==> config.mk <==
export PLATFORM = sky130hd
export DESIGN_NAME = html_char_stream
export DESIGN_NICKNAME = d
export VERILOG_FILES = /design/src/rtl/html_char_stream.sv
export SDC_FILE = /design/constraint.sdc
export NUM_CORES = 1
export LEC_CHECK = 0
export BUFFER_PORTS_ARGS = -buffer_cell sky130_fd_sc_hd__buf_4
export CAP_MARGIN = 20
export CORE_MARGIN = 10
export CORE_UTILIZATION = 30
export CTS_CLUSTER_SIZE = 10
export DETAILED_ROUTE_END_ITERATION = 16
export PLACE_DENSITY = 0.49
export SLEW_MARGIN = 20
export SYNTH_ARGS = -nofsm -noshare
export SYNTH_HDL_FRONTEND = slang
export SYNTH_SLANG_ARGS = --single-unit
==> constraint.sdc <==
create_clock -name clock -period 3.1 [get_ports clock]
set_input_delay 0.31 -clock clock [delete_from_list [all_inputs] [get_ports clock]]
set_output_delay 0.31 -clock clock [all_outputs]
set_load 0.01 [all_outputs]
==> src/rtl/html_char_stream.sv <==
// Streams a document from a 1-cycle-latency synchronous memory through a small
// FIFO onto a valid/ready character interface, with optional NUL termination.
module html_char_stream #(
   parameter int CHAR_WIDTH       = 8,
   parameter int ADDR_WIDTH       = 16,
   parameter int FIFO_DEPTH       = 4,
   parameter int TERMINATE_ON_NUL = 1
) (
   input  logic                  clock,
   input  logic                  reset,
   input  logic                  start,
   input  logic [ADDR_WIDTH-1:0] doc_length,
   output logic                  mem_rd,
   output logic [ADDR_WIDTH-1:0] mem_addr,
   input  logic [CHAR_WIDTH-1:0] mem_data,
   output logic [CHAR_WIDTH-1:0] char,
   output logic                  char_valid,
   input  logic                  char_ready,
   output logic [ADDR_WIDTH-1:0] char_index,
   output logic                  busy,
   output logic                  has_finished
);

   localparam int PTR_W = (FIFO_DEPTH > 1) ? $clog2(FIFO_DEPTH) : 1;
   localparam int CNT_W = PTR_W + 1;
   localparam logic [CNT_W:0]      DEPTH_C  = (CNT_W + 1)'(FIFO_DEPTH);
   localparam logic [ADDR_WIDTH-1:0] ADDR_ONE = ADDR_WIDTH'(1'b1);
   localparam logic [PTR_W-1:0]    PTR_ONE  = PTR_W'(1'b1);
   localparam logic [CNT_W-1:0]    CNT_ONE  = CNT_W'(1'b1);

   typedef enum logic [1:0] {
      ST_IDLE  = 2'd0,
      ST_FETCH = 2'd1,
      ST_DRAIN = 2'd2,
      ST_DONE  = 2'd3
   } state_t;

   state_t                  state_r;
   state_t                  state_s;
   logic [ADDR_WIDTH-1:0]   len_r;
   logic [ADDR_WIDTH-1:0]   addr_r;
   logic [ADDR_WIDTH-1:0]   idx_r;
   logic [CHAR_WIDTH-1:0]   fifo_mem_r [FIFO_DEPTH];
   logic [PTR_W-1:0]        wr_ptr_r;
   logic [PTR_W-1:0]        rd_ptr_r;
   logic [CNT_W-1:0]        count_r;
   logic                    inflight_r;
   logic                    stop_r;
   logic                    busy_r;
   logic                    finished_r;

   logic                    start_ok_s;
   logic                    issue_s;
   logic                    ret_nul_s;
   logic                    push_s;
   logic                    pop_s;
   logic [CNT_W:0]          occ_s;

   // Issue, push and pop qualifiers; occupancy counts the in-flight read so the FIFO never overflows.
   always_comb begin
      occ_s      = {1'b0, count_r} + {{CNT_W{1'b0}}, inflight_r};
      start_ok_s = start && ((state_r == ST_IDLE) || (state_r == ST_DONE));
      issue_s    = (state_r == ST_FETCH) && (addr_r < len_r) && (occ_s < DEPTH_C);
      if (inflight_r && !stop_r && (TERMINATE_ON_NUL != 0) && (mem_data == {CHAR_WIDTH{1'b0}})) begin
         ret_nul_s = 1'b1;
      end else begin
         ret_nul_s = 1'b0;
      end
      push_s = inflight_r && !stop_r && !ret_nul_s;
      pop_s  = (count_r != {CNT_W{1'b0}}) && char_ready;
   end

   // Next-state logic of the fetch sequencer.
   always_comb begin
      state_s = state_r;
      case (state_r)
         ST_IDLE, ST_DONE: begin
            if (start) begin
               state_s = (doc_length == {ADDR_WIDTH{1'b0}}) ? ST_DONE : ST_FETCH;
            end else begin
               state_s = state_r;
            end
         end
         ST_FETCH: begin
            if (ret_nul_s || (addr_r == len_r)) begin
               state_s = ST_DRAIN;
            end else begin
               state_s = ST_FETCH;
            end
         end
         ST_DRAIN: begin
            if ((count_r == {CNT_W{1'b0}}) && !inflight_r) begin
               state_s = ST_DONE;
            end else begin
               state_s = ST_DRAIN;
            end
         end
         default: state_s = ST_IDLE;
      endcase
   end

   // Sequencer state, fetch address, stream index and status registers.
   always_ff @(posedge clock or posedge reset) begin
      if (reset) begin
         state_r    <= ST_IDLE;
         len_r      <= {ADDR_WIDTH{1'b0}};
         addr_r     <= {ADDR_WIDTH{1'b0}};
         idx_r      <= {ADDR_WIDTH{1'b0}};
         inflight_r <= 1'b0;
         stop_r     <= 1'b0;
         busy_r     <= 1'b0;
         finished_r <= 1'b0;
      end else begin
         state_r    <= state_s;
         inflight_r <= issue_s;
         busy_r     <= (state_s == ST_FETCH) || (state_s == ST_DRAIN);
         finished_r <= (state_s == ST_DONE);
         if (start_ok_s) begin
            len_r  <= doc_length;
            addr_r <= {ADDR_WIDTH{1'b0}};
            idx_r  <= {ADDR_WIDTH{1'b0}};
            stop_r <= 1'b0;
         end else begin
            if (issue_s) begin
               addr_r <= addr_r + ADDR_ONE;
            end
            if (pop_s) begin
               idx_r <= idx_r + ADDR_ONE;
            end
            if (ret_nul_s) begin
               stop_r <= 1'b1;
            end
         end
      end
   end

   // Character FIFO storage and pointers; the head entry only moves on a pop.
   always_ff @(posedge clock or posedge reset) begin
      if (reset) begin
         for (int i = 0; i < FIFO_DEPTH; i++) begin
            fifo_mem_r[i] <= {CHAR_WIDTH{1'b0}};
         end
         wr_ptr_r <= {PTR_W{1'b0}};
         rd_ptr_r <= {PTR_W{1'b0}};
         count_r  <= {CNT_W{1'b0}};
      end else begin
         if (push_s) begin
            fifo_mem_r[wr_ptr_r] <= mem_data;
            wr_ptr_r             <= wr_ptr_r + PTR_ONE;
         end
         if (pop_s) begin
            rd_ptr_r <= rd_ptr_r + PTR_ONE;
         end
         case ({push_s, pop_s})
            2'b10:   count_r <= count_r + CNT_ONE;
            2'b01:   count_r <= count_r - CNT_ONE;
            default: count_r <= count_r;
         endcase
      end
   end

   assign mem_rd       = issue_s;
   assign mem_addr     = addr_r;
   assign char         = fifo_mem_r[rd_ptr_r];
   assign char_valid   = (count_r != {CNT_W{1'b0}});
   assign char_index   = idx_r;
   assign busy         = busy_r;
   assign has_finished = finished_r;

endmodule
==> results of run 1 <==
==> power groups by stage <==
stage | registers (uW) | clock network (uW) | logic (uW)
detailed placement | 1940 | 0 | 1770
floorplan | 1820 | 0 | 1240
global route | 1970 | 1270 | 1970
global placement | 1930 | 0 | 1730
CTS | 1920 | 1220 | 1780
finish | 1910 | 1180 | 1730
==> stage by stage <==
step	hold slack (ps)	instances	total power, uW
finish	55.7	690	4820
detailed placement	453	674	3710
floorplan	415	423	3070
global route	101	690	5210
CTS	76.2	690	4920
global placement	456	674	3660
==> kinds of logic (layout without fill, tap and decap cells) <==
family                   Yosys count  after routing  share of synthesized area (%)
XOR/XNOR                          22             22                           4.13
multiplexers                      43             43                           12.2
adder cells (fa/ha/maj)           27             27                           7.40
buffers and inverters             43            122                           3.89
AO/OA/AOI/OAI                     62             62                           7.75
AND/OR/NAND/NOR                  133            133                           14.8
flip-flops                        93             93                           49.9
==> registers in the layout (all words and copies together), names as in the netlist, 2 cells and up <==
signal and flops:
state_r 2, count_r 3, len_r 16, wr_ptr_r 2, rd_ptr_r 2, fifo_mem_r 32, mem_addr 16, char_index 16
==> layer usage <==
| layer | up-vias | GRT usage [%] | wire length (um) | share of wire (%) |
|---|---|---|---|---|
| met5 | - | 0 | 0 | 0 |
| met4 | 0 | 4.95 | 204 | 1.8 |
| met3 | 12 | 2.61 | 436 | 3.8 |
| met2 | 46 | 18.1 | 5420 | 47 |
| met1 | 1643 | 15.4 | 5550 | 48 |
| li1 | 1632 | - | - | - |
==> area by class of cell <==
class	instances	area (um^2)
clock buffers	10	229
clock inverters	6	87.6
fillers	1505	9470
inverters	31	118
multi-input cells	287	2160
flip-flops and latches	93	2330
well taps	188	235
repair buffers	75	576
==> cells in the final DEF (no fill, tap or decap), types with 11 or more instances in the layout <==
cell     instances
a21oi_1         21
buf_4           74
dfrtp_1         93
ha_1            26
inv_1           30
mux2_1          32
nand2_1         39
nand3_1         11
nor2_1          28
o21ai_0         27
xor2_1          14
==> Yosys cell counts, types with 9 or more instances <==
master	count
a21oi_1	21
dfrtp_1	93
ha_1	26
inv_1	31
mux2_1	32
nand2_1	39
nand3_1	11
nand4_1	9
nor2_1	28
o21ai_0	27
or3_1	10
xor2_1	14
==> worst max-delay path: stages (launching register included) <==
cell and delay, ps:
dfrtp_1 450, ha_1 360, nand4_1 150, a2111oi_0 420, o21bai_1 200, nand3_2 300, inv_1 100, buf_4 160
==> worst paths after layout <==
path                                             from                         end  slack, ps
max                          mem_addr[11]$_DFFE_PP0P_                      mem_rd        300
min                                             reset      has_finished$_DFF_PP0_         60
max reg2reg                   mem_addr[3]$_DFFE_PP0P_    mem_addr[10]$_DFFE_PP0P_        500
min reg2reg                fifo_mem_r[31]$_DFFE_PP0P_  fifo_mem_r[31]$_DFFE_PP0P_        490
max in group asynchronous                       reset        inflight_r$_DFF_PP0_       2320
min in group clock                      doc_length[5]        len_r[5]$_DFFE_PP0P_        180
==> flow_summary_export.csv, run 1 <==
group,metric,value,unit
placement,dpl_worst_slack,530,ps
power_and_ir_drop,swShare,34.2,%
clock_network,cts.sinks,93,
clock_network,cts_tree,"yes",
clock_network,root_buffer,"clkbuf_16",
power_and_ir_drop,internal-power,3170,uW
die,io-pin-count,72,
global_route,grt_usage,11.7,%
timing,max_freq,357,MHz
synth,async_flop_share,100,%
synth,synth_edf_count,0,
timing,hold_viol,0,
die,start_util,30.7,%
synth,yosys_most_used_dff,"dfrtp_1",
die,core_area,15200,um^2
synth,ys_seq_area_share,49.9,%
synth,synthTopCellsByArea,"dfrtp_1 50%, mux2_1 7.7%, ha_1 7.0%",
placement,dp_hpwl,8.57,mm
route,wl_per_cell,16.8,um
timing,fin_crit,2800,ps
route,drt-vias-per-instance,4.83,
power_and_ir_drop,pwr_density_cell,841,nW/um^2
power_and_ir_drop,vdd_ir_drop_max,336,uV
placement,gp_congestion,0.760,
clock_network,cts_hold_buf,0,
placement,io_buffers,71,
timing,fin_crit_sh,90.2,%
setup_path,crit_path_end_kind,"primary output",
final_layout,layout-area-overhead-vs-synth,22.8,%
synth,ys_seq_elements,93,
synth,avgSynthCellArea,11.0,um^2
synth,syn-cell-area,4670,um^2
power_and_ir_drop,leakagePower,0.00266,uW
timing,worstMarginPinSlew,702,ps
setup_path,crit_fanout,15,
timing,fin_worst_skew,7.72,ps
global_route,antenna_found_initial,0,
timing,rsz0062_at_grt,"no",
clock_network,cts_setup_buffers,0,
route,routed_wl,11.6,mm
synth,yosysWarnings,0,
synth,yosysTopAreaCell,"dfrtp_1",
global_route,globalRouteOverflowTotal,0,
power_and_ir_drop,p_comb_share,36.0,%
die,die_area,20900,um^2
die,die_h,145,um
synth,netlist_instances,423,
clock_network,cts_inserted_buffers,9,
run,cap_viol_max_count,0,
placement,placed_area,5420,um^2
timing,drv_slew,0,
timing,setup_ws,303,ps
route,drtIter0Drc,180,
final_layout,drive_above_1_share,22.1,%
hold_path,min_path_type,"in -> async",
synth,yosysTopAreaCellShare,49.9,%
die,die_width,145,um
route,drc_errors,0,
final_layout,diodes,0,
setup_path,crit_required,2790,ps
global_route,grt_pass1_wl,18.7,mm
timing,setup_tns,0,ps
final_layout,design_area,5730,um^2
power_and_ir_drop,power_frac_clock,24.4,%
final_layout,nNetsFinal,552,
synth,synth_nets,478,
outcome,status,"completed",
die,rows,45,
route,first_pass_iters,4,
setup_path,critPathArrivalTime,2490,ps
clock_network,insertion_delay,350,ps
timing,slew_headroom,53.1,%
setup_path,critical_path_class,"reg -> out",
clock_network,cts_buffer_depth,2,
global_route,grt_pass1_vias,3449,
route,vias,3333,
global_route,grt_max_degree,55,
route,antenna_left,0,
power_and_ir_drop,power.switching,1650,uW
clock_network,cts_htree_levels,3,
setup_path,reg2reg_depth,7,
clock_network,clk_pin_slew,70,ps
final_layout,fin_util,37.7,%
clock_network,cts_resized,0,
timing,setup_viol,0,
power_and_ir_drop,pwr-share-seq,39.6,%
synth,ys_types,47,
setup_path,start_kind,"register",
(Power assumes the default switching activity.)
==> run 2: changes to the inputs <==
Settings changed: CORE_MARGIN 10 to unset.
==> run 2 against run 1 <==
Effect of this change:
- first-iteration DRC count fell by 8.3%
- die area decreased by 23%
- flip-flop and latch count stayed put
- global-route usage increased by 2.8 points
- setup slack improved by 3.8 ps
- critical path depth unchanged
- register-to-register slack improved by 80 ps
- total power fell by 0.28%
- clock power hardly changed
- fmax up 0.14%
- clock skew fell by 2.1 ps
- critical endpoint unchanged
==> flow_summary_export.csv, run 2 (synthesized netlist as in run 1, its figures left out) <==
group,metric,value,unit
outcome,status,"completed",
die,die_width,127,um
route,vias,3332,
route,first_pass_iters,4,
power_and_ir_drop,p_total,4810,uW
timing,setup_viol,0,
global_route,grt_pass1_vias,3294,
final_layout,seq_area,2330,um^2
placement,io_buffers,71,
final_layout,mostFrequentLayoutCells,"93 x dfrtp_1, 73 x buf_4, 39 x nand2_1",
setup_path,path_delay_family,"compound AO/OA/AOI/OAI gates",
setup_path,path_cells,"ha_1 -> nand4_1 -> a2111oi_0 -> o21bai_1 -> nand3_2 -> inv_1 -> buf_4",
clock_network,cts.sinks,93,
power_and_ir_drop,swShare,33.6,%
power_and_ir_drop,pwr-share-seq,39.8,%
timing,worstMarginPinSlew,731,ps
die,core_area,15200,um^2
die,rows,45,
timing,setup_tns,0,ps
setup_path,r2r-start,"mem_addr[11]$_DFFE_PP0P_",
setup_path,crit_path_end_kind,"primary output",
route,highest_layer,"met4",
final_layout,fin_util,37.6,%
timing,max_freq,358,MHz
power_and_ir_drop,pwr_density_cell,840,nW/um^2
placement,placed_area,5410,um^2
global_route,grt_pass1_wl,17.7,mm
final_layout,multi_input_area,2160,um^2
timing,fin_crit,2790,ps
timing,fin_crit_sh,90.1,%
power_and_ir_drop,leakagePower,0.00266,uW
power_and_ir_drop,vdd_ir_drop_max,301,uV
clock_network,cts_hold_buf,0,
global_route,grt_usage,14.5,%
route,wl_met1,5.30,mm
setup_path,max_stage_delay,460,ps
timing,hold_viol,0,
placement,dp_hpwl,7.91,mm
final_layout,top_register,"fifo_mem_r",
final_layout,fin_cells,688,
hold_path,min_path_type,"in -> async",
power_and_ir_drop,internal-power,3190,uW
power_and_ir_drop,power.switching,1620,uW
timing,slew_headroom,51.3,%
final_layout,layout-area-overhead-vs-synth,22.6,%
route,route.met2.wl,4.92,mm
power_and_ir_drop,power_frac_clock,24.4,%
global_route,antenna_found_initial,0,
setup_path,cp_slowest_cell,"dfrtp_1",
run,cap_viol_max_count,0,
clock_network,clk_pin_slew,60,ps
final_layout,mostFrequentLayoutCell,"dfrtp_1",
setup_path,r2r-end,"mem_addr[12]$_DFFE_PP0P_",
setup_path,start_kind,"register",
final_layout,nNetsFinal,551,
setup_path,critical_path_class,"reg -> out",
placement,gp_congestion,0.764,
timing,rsz0062_at_grt,"no",
setup_path,crit_buf_inv,2,
clock_network,cts_tree,"yes",
timing,fin_worst_skew,5.67,ps
setup_path,critPathLaunch,"mem_addr[11]$_DFFE_PP0P_",
route,drtIter0Drc,165,
clock_network,cts_resized,0,
setup_path,reg2reg_setup_slack,580,ps
setup_path,crit_cells,7,
placement,dp_cells,673,
route,met3_length,402,um
route,wl_per_cell,15.8,um
setup_path,critPathArrivalTime,2480,ps
timing,drv_slew,0,
clock_network,cts_setup_buffers,0,
route,antenna_left,0,
clock_network,cts_inserted_buffers,9,
clock_network,cts_htree_levels,3,
final_layout,n_fill_cell,1521,
clock_network,insertion_delay,340,ps
power_and_ir_drop,p_comb_share,35.8,%
die,io-pin-count,72,
clock_network,cts_buffer_depth,2,
final_layout,largest_reg_flops,32,
route,drt-vias-per-instance,4.84,
die,die_h,127,um
final_layout,design_area,5720,um^2
final_layout,diodes,0,
final_layout,drive_above_1_share,22.0,%
setup_path,critical_path.endpoint,"mem_rd",
die,die_area,16100,um^2
route,routed_wl,10.8,mm
clock_network,root_buffer,"clkbuf_16",
setup_path,reg2reg_depth,7,
setup_path,crit_required,2790,ps
setup_path,crit_fanout,15,
die,start_util,30.7,%
route,drc_errors,0,
global_route,grt_max_degree,41,
global_route,globalRouteOverflowTotal,0,
## run 2: changes by cell type in the layout (fill, tap and decap cells not counted), sizes merged
| cell | change |
|---|---|
| buf | -1 |
| clkinv | +2 |
| clkinvlp | -3 |
## run 2: final cells by class
type | count | share of cell area, %
inverters | 31 | 2.06
clock inverters | 5 | 1.31
flip-flops and latches | 93 | 40.7
well taps | 188 | 4.11
clock buffers | 10 | 4.18
multi-input cells | 287 | 37.8
repair buffers | 74 | 9.93
## run 2: worst min path at each step
| stage | to | slack, ps | cells after the start |
|---|---|---|---|
| 5_1_grt | state_r[0]$_DFF_PP0_ | 110 | 2 |
| 4_1_cts | state_r[1]$_DFF_PP0_ | 90 | 2 |
| 6_report | state_r[1]$_DFF_PP0_ | 60 | 2 |
| 2_1_floorplan | len_r[0]$_DFFE_PP0P_ | 420 | 2 |
| 3_3_place_gp | state_r[1]$_DFF_PP0_ | 470 | 2 |
| 3_5_place_dp | state_r[1]$_DFF_PP0_ | 460 | 2 |
## run 2: per-stage QoR
step / hold slack, ps / setup slack, ps
after global routing: 115 / 85.4
final: 62.0 / 306
after detailed placement: 459 / 598
after CTS: 92.9 / 284
after global placement: 467 / 623
after floorplan: 415 / 370
## run 2: layer usage
layer  vias up  track usage (%)
met4         0             7.14
met1      1636             19.7
met5         -                0
met2        56             22.6
met3        13             2.40
li1       1627                -
## run 2: power by group through the flow
stage	registers [uW]	logic, uW	clock network, uW
finish	1910	1720	1170
global route	1980	1930	1260
CTS	1930	1750	1210
detailed placement	1950	1750	0
global placement	1930	1710	0
floorplan	1820	1240	0
